### src/rtl/synth_pkg.sv
// Shared types for the synth voice bank: allocator FSM states and candidate classes.
package synth_pkg;

    localparam int unsigned DefNoteW = 7;

    typedef enum logic [1:0] {StIdle, StScan, StCommit, StSteal} alloc_state_e;

    typedef enum logic [1:0] {ClsMatch, ClsFree, ClsRel, ClsOld} cand_cls_e;

endpackage

### src/rtl/voice_allocator_if.sv
// Serialized note event channel from the event decoder into the voice allocator.
interface voice_allocator_if
    import synth_pkg::*;
#(
    parameter int unsigned NOTE_W = DefNoteW
);
    logic              ev_valid;
    logic              ev_ready;
    logic              ev_on;
    logic [NOTE_W-1:0] ev_note;

    modport master (output ev_valid, output ev_on, output ev_note, input ev_ready);
    modport slave  (input ev_valid, input ev_on, input ev_note, output ev_ready);
endinterface

### src/rtl/voice_age_tracker.sv
// Saturating per-voice age counters with a clear-one / bump-others update and an
// oldest-gated-voice comparator (ties resolve to the lowest index).
module voice_age_tracker
    import synth_pkg::*;
#(
    parameter int unsigned NUM_VOICES = 4,
    parameter int unsigned AGE_W      = 4,
    localparam int unsigned IdxW      = $clog2(NUM_VOICES)
) (
    input  logic                  clk,
    input  logic                  reset,
    input  logic [NUM_VOICES-1:0] gate_i,
    input  logic                  clr_en_i,
    input  logic                  inc_en_i,
    input  logic [IdxW-1:0]       sel_idx_i,
    output logic [IdxW-1:0]       oldest_idx_o
);
    localparam logic [AGE_W-1:0] AgeMax = '1;

    logic [AGE_W-1:0] age_q [NUM_VOICES];
    logic [AGE_W-1:0] age_d [NUM_VOICES];
    logic [AGE_W-1:0] best_age;
    logic             best_vld;

    always_comb begin
        for (int unsigned i = 0; i < NUM_VOICES; i++) begin
            age_d[i] = age_q[i];
            if (inc_en_i && gate_i[i] && (IdxW'(i) != sel_idx_i) && (age_q[i] != AgeMax)) begin
                age_d[i] = age_q[i] + AGE_W'(1);
            end
            if (clr_en_i && (IdxW'(i) == sel_idx_i)) begin
                age_d[i] = '0;
            end
        end
    end

    // Strict greater-than keeps the lowest index on ties.
    always_comb begin
        oldest_idx_o = '0;
        best_age     = '0;
        best_vld     = 1'b0;
        for (int unsigned i = 0; i < NUM_VOICES; i++) begin
            if (gate_i[i] && (!best_vld || (age_q[i] > best_age))) begin
                best_vld     = 1'b1;
                best_age     = age_q[i];
                oldest_idx_o = IdxW'(i);
            end
        end
    end

    always_ff @(posedge clk) begin
        for (int unsigned i = 0; i < NUM_VOICES; i++) begin
            if (reset) begin
                age_q[i] <= '0;
            end else begin
                age_q[i] <= age_d[i];
            end
        end
    end

endmodule

### src/rtl/voice_allocator.sv
// Polyphony controller: scans the voice bank once per event, then assigns, releases
// or steals a voice (oldest gated voice when nothing is free).
module voice_allocator
    import synth_pkg::*;
#(
    parameter int unsigned NUM_VOICES = 4,
    parameter int unsigned NOTE_W     = DefNoteW,
    parameter int unsigned AGE_W      = 4
) (
    input  logic                         clk,
    input  logic                         reset,
    voice_allocator_if.slave             ev,
    input  logic [NUM_VOICES-1:0]        voice_idle,
    output logic [NUM_VOICES-1:0]        voice_gate,
    output logic [NUM_VOICES*NOTE_W-1:0] voice_note,
    output logic [NUM_VOICES-1:0]        voice_kill
);
    localparam int unsigned IdxW = $clog2(NUM_VOICES);

    alloc_state_e      state_q, state_d;
    logic [IdxW-1:0]   idx_q, idx_d;
    logic              on_q, on_d;
    logic [NOTE_W-1:0] ev_note_q, ev_note_d;
    logic [NUM_VOICES-1:0] gate_q, gate_d;
    logic [NUM_VOICES-1:0] kill_q, kill_d;
    logic [NOTE_W-1:0] vnote_q [NUM_VOICES];
    logic [NOTE_W-1:0] vnote_d [NUM_VOICES];
    logic [IdxW-1:0]   steal_idx_q, steal_idx_d;
    logic              match_vld_q, match_vld_d, free_vld_q, free_vld_d, rel_vld_q, rel_vld_d;
    logic [IdxW-1:0]   match_idx_q, match_idx_d, free_idx_q, free_idx_d, rel_idx_q, rel_idx_d;

    logic              age_clr, age_inc;
    logic [IdxW-1:0]   age_sel, oldest_idx, tgt;
    cand_cls_e         cls;

    voice_age_tracker #(
        .NUM_VOICES (NUM_VOICES),
        .AGE_W      (AGE_W)
    ) u_age_tracker (
        .clk          (clk),
        .reset        (reset),
        .gate_i       (gate_q),
        .clr_en_i     (age_clr),
        .inc_en_i     (age_inc),
        .sel_idx_i    (age_sel),
        .oldest_idx_o (oldest_idx)
    );

    assign ev.ev_ready  = (state_q == StIdle) && !reset;
    assign voice_gate   = gate_q;
    assign voice_kill   = kill_q;

    always_comb begin
        for (int unsigned i = 0; i < NUM_VOICES; i++) begin
            voice_note[i*NOTE_W +: NOTE_W] = vnote_q[i];
        end
    end

    always_comb begin
        state_d     = state_q;
        idx_d       = idx_q;
        on_d        = on_q;
        ev_note_d   = ev_note_q;
        gate_d      = gate_q;
        kill_d      = '0;
        vnote_d     = vnote_q;
        steal_idx_d = steal_idx_q;
        match_vld_d = match_vld_q;
        match_idx_d = match_idx_q;
        free_vld_d  = free_vld_q;
        free_idx_d  = free_idx_q;
        rel_vld_d   = rel_vld_q;
        rel_idx_d   = rel_idx_q;
        age_clr     = 1'b0;
        age_inc     = 1'b0;
        age_sel     = '0;
        cls         = ClsOld;
        tgt         = '0;

        unique case (state_q)
            StIdle: begin
                if (ev.ev_valid) begin
                    on_d        = ev.ev_on;
                    ev_note_d   = ev.ev_note;
                    idx_d       = '0;
                    match_vld_d = 1'b0;
                    free_vld_d  = 1'b0;
                    rel_vld_d   = 1'b0;
                    state_d     = StScan;
                end
            end
            StScan: begin
                if (gate_q[idx_q] && (vnote_q[idx_q] == ev_note_q) && !match_vld_q) begin
                    match_vld_d = 1'b1;
                    match_idx_d = idx_q;
                end
                if (!gate_q[idx_q] && voice_idle[idx_q] && !free_vld_q) begin
                    free_vld_d = 1'b1;
                    free_idx_d = idx_q;
                end
                if (!gate_q[idx_q] && !voice_idle[idx_q] && !rel_vld_q) begin
                    rel_vld_d = 1'b1;
                    rel_idx_d = idx_q;
                end
                if (idx_q == IdxW'(NUM_VOICES - 1)) begin
                    state_d = StCommit;
                end else begin
                    idx_d = idx_q + IdxW'(1);
                end
            end
            StCommit: begin
                state_d = StIdle;
                if (!on_q) begin
                    if (match_vld_q) begin
                        gate_d[match_idx_q] = 1'b0;
                    end
                end else begin
                    if (match_vld_q) begin
                        cls = ClsMatch;
                        tgt = match_idx_q;
                    end else if (free_vld_q) begin
                        cls = ClsFree;
                        tgt = free_idx_q;
                    end else if (rel_vld_q) begin
                        cls = ClsRel;
                        tgt = rel_idx_q;
                    end else begin
                        cls = ClsOld;
                        tgt = oldest_idx;
                    end
                    age_clr = 1'b1;
                    age_inc = 1'b1;
                    age_sel = tgt;
                    unique case (cls)
                        ClsMatch: ;
                        ClsFree, ClsRel: begin
                            gate_d[tgt]  = 1'b1;
                            vnote_d[tgt] = ev_note_q;
                        end
                        ClsOld: begin
                            kill_d[tgt]  = 1'b1;
                            gate_d[tgt]  = 1'b0;
                            vnote_d[tgt] = ev_note_q;
                            steal_idx_d  = tgt;
                            state_d      = StSteal;
                        end
                    endcase
                end
            end
            StSteal: begin
                gate_d[steal_idx_q] = 1'b1;
                state_d             = StIdle;
            end
        endcase
    end

    always_ff @(posedge clk) begin
        if (reset) begin
            state_q     <= StIdle;
            idx_q       <= '0;
            on_q        <= 1'b0;
            ev_note_q   <= '0;
            gate_q      <= '0;
            kill_q      <= '0;
            steal_idx_q <= '0;
            match_vld_q <= 1'b0;
            match_idx_q <= '0;
            free_vld_q  <= 1'b0;
            free_idx_q  <= '0;
            rel_vld_q   <= 1'b0;
            rel_idx_q   <= '0;
            for (int unsigned i = 0; i < NUM_VOICES; i++) begin
                vnote_q[i] <= '0;
            end
        end else begin
            state_q     <= state_d;
            idx_q       <= idx_d;
            on_q        <= on_d;
            ev_note_q   <= ev_note_d;
            gate_q      <= gate_d;
            kill_q      <= kill_d;
            steal_idx_q <= steal_idx_d;
            match_vld_q <= match_vld_d;
            match_idx_q <= match_idx_d;
            free_vld_q  <= free_vld_d;
            free_idx_q  <= free_idx_d;
            rel_vld_q   <= rel_vld_d;
            rel_idx_q   <= rel_idx_d;
            for (int unsigned i = 0; i < NUM_VOICES; i++) begin
                vnote_q[i] <= vnote_d[i];
            end
        end
    end

endmodule
### src/flat_wrapper.sv
// flat-port wrapper written by rule: the top's interface ports become plain ports
module voice_allocator_flat import synth_pkg::*;
#(
    parameter int unsigned NUM_VOICES = 4,
    parameter int unsigned NOTE_W     = DefNoteW,
    parameter int unsigned AGE_W      = 4
)
  (clk, reset, voice_idle, voice_gate, voice_note, voice_kill, ev_ev_valid, ev_ev_on, ev_ev_note, ev_ev_ready);
  voice_allocator_if #(.NOTE_W(NOTE_W)) ev_i ();
  input  logic clk;
  input  logic reset;
  input  logic [NUM_VOICES-1:0] voice_idle;
  output logic [NUM_VOICES-1:0] voice_gate;
  output logic [NUM_VOICES*NOTE_W-1:0] voice_note;
  output logic [NUM_VOICES-1:0] voice_kill;
  input wire logic [$bits(ev_i.ev_valid)-1:0] ev_ev_valid;
  input wire logic [$bits(ev_i.ev_on)-1:0] ev_ev_on;
  input wire logic [$bits(ev_i.ev_note)-1:0] ev_ev_note;
  output wire logic [$bits(ev_i.ev_ready)-1:0] ev_ev_ready;
  assign ev_i.ev_valid = ev_ev_valid;
  assign ev_i.ev_on = ev_ev_on;
  assign ev_i.ev_note = ev_ev_note;
  assign ev_ev_ready = ev_i.ev_ready;
  voice_allocator #(.NUM_VOICES(NUM_VOICES), .NOTE_W(NOTE_W), .AGE_W(AGE_W)) u_core (.clk(clk), .reset(reset), .ev(ev_i), .voice_idle(voice_idle), .voice_gate(voice_gate), .voice_note(voice_note), .voice_kill(voice_kill));
endmodule
### config.mk
export PLATFORM = sky130hd
export DESIGN_NAME = voice_allocator_flat
export DESIGN_NICKNAME = d
export VERILOG_FILES = /design/src/rtl/synth_pkg.sv /design/src/rtl/voice_allocator_if.sv /design/src/rtl/voice_age_tracker.sv /design/src/rtl/voice_allocator.sv /design/src/flat_wrapper.sv
export SDC_FILE = /design/constraint.sdc
export NUM_CORES = 1
export LEC_CHECK = 0
export CAP_MARGIN = 15
export CORE_MARGIN = 5
export CORE_UTILIZATION = 53
export DETAILED_ROUTE_END_ITERATION = 10
export HOLD_SLACK_MARGIN = 0.03
export PLACE_DENSITY = 0.77
export SETUP_SLACK_MARGIN = 0.4
export SLEW_MARGIN = 15
export SYNTH_ARGS = -nofsm -noshare
export SYNTH_HDL_FRONTEND = slang
export SYNTH_SLANG_ARGS = --single-unit
export TNS_END_PERCENT = 1
### constraint.sdc
create_clock -name clk -period 5.2 [get_ports clk]
set_clock_uncertainty 0.05 [all_clocks]
set_input_delay 1.56 -clock clk [delete_from_list [all_inputs] [get_ports clk]]
set_output_delay 1.56 -clock clk [all_outputs]
set_load 0.005 [all_outputs]
Word level (Yosys, flattened, before mapping)
Memories as Yosys holds them, arrays and structs flattened.
Index checks and enable logic that the tools add are counted.
{"block": "word_totals", "in_bits": 15, "elab_cells": 212, "n_memories": 1, "output_inout_bits": 37, "ff_bits": 59, "ramBits": 16}
{"block": "classes", "reduce_logical": 62, "addsub": 5, "eq_ne": 26, "n_bitwise": 15, "magnitude_cmp": 13, "muxes": 73}
{"name": "u_core.u_age_tracker.age_q", "words": 4, "word_bits": 4, "read_ports": 4, "rd_ports_with_merged_regs": 0, "write_ports": 4, "line_no": "voice_age_tracker.sv:20", "rtl": "logic [AGE_W-1:0] age_q [NUM_VOICES];"}
{"operator": "2-to-1 mux 4 bit", "n": 17}
{"operator": "2-to-1 mux 2 bit", "n": 19}
{"operator": "logical AND 1 bit", "n": 30}
{"operator": "bitwise mux 28 bit", "n": 1}
{"operator": "2-to-1 mux 7 bit", "n": 3}
{"operator": "AND reduction 3 bit", "n": 7}
{"operator": "inequality test 4 bit (second input constant)", "n": 5}
{"operator": "2-to-1 mux 1 bit", "n": 19}
{"operator": "adder 4 x 1 -> 4 bit (second input constant)", "n": 4}
{"operator": "case mux 4 bit (2 select lines)", "n": 2}
{"operator": "binary-select mux 7 bit (select 2 bit)", "n": 1}
{"operator": "demux 7 bit (select 2 bit)", "n": 1}
{"operator": "greater-than comparator 4 bit", "n": 3}
{"operator": "less-than comparator 2 x 3 -> 1 bit (second input constant)", "n": 4}
{"operator": "== test 2 bit (second input constant)", "n": 5}
{"operator": "AND reduction 2 bit", "n": 5}
{"operator": "logical NOT 1 bit", "n": 9}
{"operator": "AND 4 bit", "n": 2}
{"operator": "inequality test 2 x 1 -> 1 bit (second input constant)", "n": 4}
{"operator": "inverter 4 bit", "n": 2}
{"operator": "bitwise OR 4 bit", "n": 2}
{"operator": "case mux 2 bit (4 select lines)", "n": 1}
{"operator": "== test 7 bit", "n": 1}
{"operator": "demux 1 bit (select 2 bit)", "n": 3}
{"operator": "23 further kinds", "n": 44}

Longest topological paths before layout
Gate-level depths: netlist (run 1).
An unclocked memory read counts as a cell.
{"block": "logic_depth", "depth_word": 28, "depth_mapped": 24, "depth_no_buf": 21}

Modules after synthesis
From an unflattened synthesis (run 1), not the netlist that was laid out.
{"block": "hier_totals", "hier_cells": 494, "area_unflattened_um2": 4205.3}
{"module": "voice_allocator", "n_inst": 1, "seq_area_each_um2": 1181.1, "cells_per_inst": 352, "area_each_um2": 2974.1}
{"module": "voice_age_tracker", "n_inst": 1, "seq_area_each_um2": 320.3, "cells_per_inst": 142, "area_each_um2": 1231.2}

Worst setup path after synthesis (run 1)
No wires, ideal clock.
{"block": "synth_timing", "kind": "register to register", "from": "reg with a tool-made name", "to": "reg with a tool-made name", "t_required_ns": 5.080, "setup_time_ns": 0.070, "period_less_slack_ns": 4.812, "path_buffers": 3, "t_arrival_ns": 4.693, "path_stages_with_launch": 23, "slack_ns": 0.388, "path_cell_list": "dfxtp_1 buf_6 nand2_1 ha_1 nor2b_1 o211ai_1 a211oi_1 buf_2 mux2_2 ha_1 nand2_1 o31ai_4 a31oi_4 mux2_2 ha_1 nor2b_1 o211ai_1 a21oi_1 nor2_1 or3_1 buf_2 a311o_1 a21oi_1"}

==> results.md, run 1 <==
- Chip height: between 90 and 100 microns
- Vias in the first global route: approximately 3700
- Final Setup Violations: 0
- Hold Path Class: reg -> reg
- Slew headroom: 0.290
- Peak VDD IR: approximately 140 uV
- Initial DRC count: ~210
- Count leader, synth: dfxtp_1
- Dpl cells: between 600 and 700
- Drt drc: 0
- WHS: about 0.45 ns
- CP peak stage delay: 0.48 ns
- IO Port Bufs: 51
- Seq/Total Area, Yosys: 0.355
- Starting density of the core: 0.544
- # diodes: 0
- Die Width: 99.3 microns
- Post-route insts no fill: 649
- Drt total wl: about 12000 microns
- Post-layout instance area: ~5300 sq um
- RSZ-0062 raised after global routing: false
- Core Area: between 7000 and 8000 sq um
- Arrival time worst endpoint: 5.02 ns
- Status: finished, final reports clean
- Pwr dens: between 200 and 250 nW/um^2
- Final setup margin: a little over 0.4 ns
- Power Total: between 1 and 1.5 mW
- P&R area growth vs syn: 24.9%
- CTS tree: yes
- Mapped Cells: roughly 490
- Post-synth EDFFs: 0
- Upper clock frequency limit: roughly 210 MHz
- Period Utilization, post-route: 0.921
- Num CTS Buffers: 9
- Post-synth top area share: 0.355
- GRT Util Overall: 0.228
- Worst Path Class, Setup: reg -> reg
- Final core area utilization: 0.680
- FF+latch count, synth: 75
- Fin. Hold Viols: 0
- Critical Path RT: 5.43 ns
- Critical path cell sequence: ha_4, nor2b_2, o211ai_1, a211oi_1, buf_4, nor2_1, a21oi_2, ha_1, nand2_2, o21bai_2, a31oi_4, mux2_4, ha_4, nor2b_1, o211ai_1, a21oi_4, nor2_2, or3_4, a311o_1, a21oi_1
- Antenna violations before repair: 0
- Number of warnings issued by yosys: 0
- DP Wirelength: 7900 microns
- GRT overflow: 0
- Placed cell areas: approximately 4800 sq um
- Post-DR wirelength/cell: about 18 microns
- Yosys cell types: 58
- Num rows: 32
- Post-synth top cells: 75 x dfxtp_1, 50 x nand2_1, 50 x nor2_1
- Global placement routability congestion: between 0.9 and 1
- Layout cells sized above 1: 0.179
- R2R depth: 20
- TNS Setup: 0 ns
- Area contributors post-synth: dfxtp_1 36%, mux2i_1 6.4%, ha_1 5.6%
- Async SR Flop Fraction: 0
- Least-Margin Pin Slew: 1.06 ns
- Post-Syn Area: 4230 sq um
- CP startpoint kind: register
- Tmin final: about 4.8 ns
- Clock root cell: clkbuf_8
- Slew Viols, Final: 0
- Crit. Startpoint: u_core.u_age_tracker.age_q[1][1]
- CP max FO: 8
- Fill cells: 615
- I/O pin total: 52
- Yosys top cell by area: dfxtp_1
- H-tree levels: 3
- Top FF cell, synth: dfxtp_1
- DRT antenna net count: 0
- Critical path buffer and inverter count: 1
- Total number of vias: between 3000 and 4000
- Clk sinks: 75
- Clk buf depth: 2
- Worst skew pair latency: 0.36 ns
- DRT Pass-1 Iters: 5
- Leakage power: slightly below 2 nW
- Post-Syn Nets: approximately 520
- Reg2Reg Setup Slack: 0.41 ns
- Drt via density: approximately 6
- Maxcap violations: 0
- CP top delay family: compound AO/OA/AOI/OAI gates
- Worst-path clk slew: around 0.090 ns
- Die footprint: roughly 10000 sq um
- Setup Slack @ Placement: around 0.28 ns
- CTS Hold Buffers Added: 0
- Nature of the critical path endpoint: register
- Nets: ~580
- Syn_area_per_cell: 8.68 sq um
- Largest net degree at the start of global routing: 84
- Stages on the worst setup path: 20
- First-pass GRT wire length: approximately 18000 microns
- Slowest cell on crit path: dfxtp_1
- Worst reg2reg startpoint: u_core.u_age_tracker.age_q[1][1]
repair_timing:
item	CTS	global route
gates resized for setup	3	40
setup endpoints to repair	33	52
pin swaps	0	11
buffers inserted	0	14
gates cloned	0	1
final cells by class:
type | count | area (sq um) | share of cell area
sequential | 75 | 1520 | 0.287
clock buffer | 9 | 124 | 0.0234
timing repair buffer | 74 | 679 | 0.129
tap | 102 | 128 | 0.0242
inverter | 16 | 60.1 | 0.0114
clock inverter | 7 | 52.6 | 0.00995
multi-input combinational | 366 | 2720 | 0.516
kinds of logic (layout without fill, tap and decap cells):
logic type	count (synthesis)	after routing	share of synthesized area
AO/OA/AOI/OAI	105	105	0.167
XOR/XNOR	7	7	0.0145
adder cells (fa/ha/maj)	19	19	0.0562
buffers and inverters	46	106	0.0465
flip-flops	75	75	0.355
multiplexers	41	41	0.126
AND/OR/NAND/NOR	194	194	0.234
layout by cell type (no fill, tap or decap), types with 9 or more instances in the layout:
| cell type | synthesis | final |
|---|---|---|
| nand2_1 | 50 | 47 |
| clkdlybuf4s50_1 | 0 | 50 |
| nor2_1 | 50 | 49 |
| nand4_1 | 11 | 11 |
| nand3b_1 | 9 | 9 |
| a21oi_1 | 39 | 35 |
| clkbuf_8 | 0 | 9 |
| buf_4 | 0 | 21 |
| nor3_1 | 17 | 16 |
| dfxtp_1 | 75 | 70 |
| ha_1 | 19 | 13 |
| o21ai_0 | 19 | 19 |
| nand2b_1 | 18 | 18 |
| a31oi_1 | 10 | 10 |
| inv_1 | 16 | 16 |
| mux2i_1 | 27 | 27 |
worst min-delay path by stage:
| stage | startpoint | to | slack [ns] | cells past startpoint |
|---|---|---|---|---|
| floorplan | u_core.rel_idx_q[1] | u_core.rel_idx_q[1] | 0.41 | 2 |
| global placement | u_core.free_idx_q[0] | u_core.free_idx_q[0] | 0.43 | 2 |
| CTS | u_core.voice_note[12] | u_core.voice_note[12] | 0.45 | 2 |
| global route | u_core.u_age_tracker.age_q[0][2] | u_core.u_age_tracker.age_q[0][2] | 0.46 | 2 |
| finish | u_core.u_age_tracker.age_q[0][2] | u_core.u_age_tracker.age_q[0][2] | 0.45 | 2 |
| detailed placement | u_core.voice_note[12] | u_core.voice_note[12] | 0.44 | 2 |
registers in the layout (all words and copies together) (netlist names), named ones only:
signal	flops
u_core.free_idx_q	2
u_core.voice_kill	4
u_core.idx_q	2
u_core.match_vld_q	1
u_core.voice_note	28
u_core.ev_note_q	7
u_core.match_idx_q	2
u_core.rel_idx_q	2
u_core.state_q	2
u_core.on_q	1
u_core.free_vld_q	1
u_core.rel_vld_q	1
u_core.u_age_tracker.age_q	16
u_core.steal_idx_q	2
layer usage:
metal / routed length [microns] / up-vias / GRT usage / part of all wire
met5: 0 / - / 0 / 0
met4: 284 / 0 / 0.0767 / 0.024
met3: 724 / 34 / 0.0568 / 0.062
met2: 5910 / 173 / 0.392 / 0.51
met1: 4750 / 1905 / 0.278 / 0.41
li1: - / 1860 / - / -
worst reg2reg max path: stages (launching register included):
cell      delay, ns
dfxtp_1        0.48
ha_4           0.25
nor2b_2        0.14
o211ai_1       0.17
a211oi_1       0.10
buf_4          0.18
nor2_1         0.15
a21oi_2        0.07
ha_1           0.34
nand2_2        0.10
o21bai_2       0.23
a31oi_4        0.25
mux2_4         0.35
ha_4           0.27
nor2b_1        0.14
o211ai_1       0.15
a21oi_4        0.31
nor2_2         0.07
or3_4          0.44
a311o_1        0.37
a21oi_1        0.12
power by group:
part | switching [mW] | total, mW | internal (mW)
Sequential | 0.0157 | 0.595 | 0.579
Clock | 0.239 | 0.415 | 0.176
Combinational | 0.0682 | 0.120 | 0.0521
Total | 0.323 | 1.13 | 0.807
Power figures use the tool's default switching activity.
==> run 2, diff against run 1 <==
CELL_PAD_IN_SITES_DETAIL_PLACEMENT = 1   (was unset)
CELL_PAD_IN_SITES_GLOBAL_PLACEMENT = 1   (was unset)
CORE_UTILIZATION = 42   (was 53)
PLACE_DENSITY = unset   (was 0.77)
PLACE_DENSITY_LB_ADDON = 0.1   (was unset)
==> results.md, run 2 (synthesis results as in run 1) <==
- Period Utilization, post-route: 0.909 (-0.0119)
- Leakage power: 1.92 nW (-0.23%)
- Reg2Reg Setup Slack: 0.47 ns (+0.06 ns)
- Total number of vias: 3945 (-0.68%)
- R2R depth: 21 (+5.0%)
- Drt drc: 0 (unchanged)
- Pwr dens: 215 nW/um^2 (+0.66%)
- Reg area: 1520 sq um (about the same)
- Drt total wl: 13600 microns (+16%)
- DRT Pass-1 Iters: 4 (-1)
- Area of the multi-input gates: 2720 sq um (about the same)
- Antenna violations before repair: 0 (unchanged)
- GRT Util Overall: 0.225 (-0.00327)
- Largest net degree at the start of global routing: 84 (unchanged)
- Nets: 576 (unchanged)
- CTS Hold Buffers Added: 0 (unchanged)
- Die footprint: 12200 sq um (+23%)
- H-tree levels: 3 (unchanged)
- Upper clock frequency limit: 212 MHz (+1.3%)
- CTS tree: yes
- DRT antenna net count: 0 (unchanged)
- GRT overflow: 0 (unchanged)
- Num CTS Buffers: 9 (unchanged)
- Fin. Hold Viols: 0 (unchanged)
- # diodes: 0 (unchanged)
- Setup Slack @ Placement: 0.131 ns (-0.147 ns)
- First-pass GRT wire length: 20900 microns (+16%)
- P&R area growth vs syn: 26.4%
- Chip height: 110 microns (+11%)
- Status: finished, final reports clean
- Post-DR wirelength/cell: 20.0 microns (+11%)
- GRT met3 Usage: 0.0414 (-0.0155)
- Hold_sp: u_core.free_idx_q[1]
- Hold path cells: 2 (unchanged)
- Clk sinks: 75 (unchanged)
- Critical Path RT: 5.46 ns (+0.03 ns)
- Slew headroom: 0.390 (+0.0996)
- Worst skew pair latency: 0.37 ns (about the same)
- GRT met1 Usage: 0.273 (-0.00552)
- Dpl cells: 650 (+5.2%)
- Final Setup Violations: 0 (unchanged)
- WHS: 0.453 ns (+0.00350 ns)
- Slew Viols, Final: 0 (unchanged)
- Clk buf depth: 2 (unchanged)
- Fill cells: 1151 (+87%)
- Hold Path Class: reg -> reg
- I/O pin total: 52 (unchanged)
- GR peak layer: met2
- Layout cells sized above 1: 0.183 (+0.00366)
- Starting density of the core: 0.433 (-0.112)
- RSZ-0062 raised after global routing: true
- Core Area: 9770 sq um (+26%)
- Worst Path Class, Setup: reg -> reg
- Post-route insts no fill: 680 (+4.8%)
- Clock root cell: clkbuf_8
- Initial DRC count: 195 (-5.3%)
- Max FFs per register: 28 (unchanged)
- Least-Margin Pin Slew: 0.914 ns (-0.148 ns)
- CP startpoint kind: register
- Commonest non-fill, non-tap cell in the layout: dfxtp_1
- Drt via density: 5.80 (-5.2%)
- Peak VDD IR: 143 uV (-0.69%)
- Met2 GRT Util: 0.390 (-0.00115)
- Nature of the critical path endpoint: register
- Die Width: 110 microns (+11%)
- Arrival time worst endpoint: 4.99 ns (-0.03 ns)
- TNS Setup: 0 ns (unchanged)
- Maxcap violations: 0 (unchanged)
- Most used cells in the layout excluding fill and tap cells: 69 x dfxtp_1, 50 x clkdlybuf4s50_1, 48 x nor2_1
- Worst-path clk slew: 0.10 ns (about the same)
- DP Wirelength: 9020 microns (+14%)
- Global placement routability congestion: 0.863 (-8.5%)
- WHS Endpoint: u_core.free_idx_q[1]
- IO Port Bufs: 51 (unchanged)
- Tmin final: 4.73 ns (-0.0621 ns)
- Final setup margin: 0.473 ns (+0.0621 ns)
- CP max FO: 8 (unchanged)
- Power Total: 1.15 mW (+1.9%)
- Vias in the first global route: 4027 (+9.3%)
- Num rows: 36 (+13%)
-- run 2: cell count changes in the layout (fill, tap and decap cells not counted), sizes merged --
cell,change
clkinvlp,+2
clkbuf,+2
clkinv,-3
buf,-2
o21ai,+1
-- run 2: worst max path at each step --
stage                                      from                     to  slack (ns)  depth (start not counted)
5_1_grt                                register               register        0.25                         22
3_3_place_gp   u_core.u_age_tracker.age_q[0][1]  u_core.voice_note[18]        0.34                         21
3_5_place_dp   u_core.u_age_tracker.age_q[0][1]               register        0.13                         20
6_report                               register               register        0.47                         21
2_1_floorplan                          register   u_core.voice_note[2]        0.46                         22
4_1_cts        u_core.u_age_tracker.age_q[0][1]   u_core.voice_note[8]        0.36                         20
-- run 2: per-stage QoR --
step                 util  area, sq um
floorplan               -         4230
global placement    0.495         4830
detailed placement  0.495         4830
CTS                 0.523         5110
global route        0.547         5350
finish              0.547         5350
-- run 2: final cells by class --
cell class,instances,area share
clock inverters,6,0.00772
multi-input cells,367,0.509
clock buffers,10,0.0239
flip-flops and latches,75,0.284
inverters,16,0.0112
repair buffers,73,0.133
well taps,133,0.0311
-- run 2: power by group --
part           switching (mW)  leakage [nW]  internal (mW)
combinational          0.0788          1.23         0.0631
clock                   0.241        0.0787          0.173
sequential             0.0156         0.610          0.579
total                   0.336          1.92          0.815
-- run 2: what timing repair did --
action / CTS / global route
setup buffers: 6 / 6
hold endpoints to repair: 0 / 0
resized for setup: 11 / 41
pin swaps: 5 / 14
cloned: 1 / 1
setup endpoints to repair: 46 / 52
-- run 2: routing by layer --
layer | wire length [microns] | up-vias
li1 | - | 1855
met2 | 6820 | 75
met1 | 5970 | 1988
met4 | 424 | 0
met5 | 0 | -
met3 | 384 | 27
-- run 2: worst max-delay path, stage by stage (launching register included) --
cell and delay (ns):
dfxtp_4 0.38, nand2_2 0.08, ha_4 0.27, nor2b_1 0.12
o211ai_1 0.10, a211oi_2 0.23, buf_4 0.20, nor2_1 0.05
a21oi_1 0.21, ha_1 0.29, nand2_1 0.15, o31ai_4 0.09
a31oi_4 0.26, mux2_2 0.39, ha_1 0.33, nand4_1 0.15
nand2_2 0.09, a21oi_4 0.30, nor2_4 0.07, or3_4 0.41
a311o_1 0.33, a21oi_1 0.12
==> run 3, diff against run 2 <==
CAP_MARGIN = 20   (was 15)
==> results of run 3 <==
The final DEF is identical to that of run 2; final timing and power are the same.
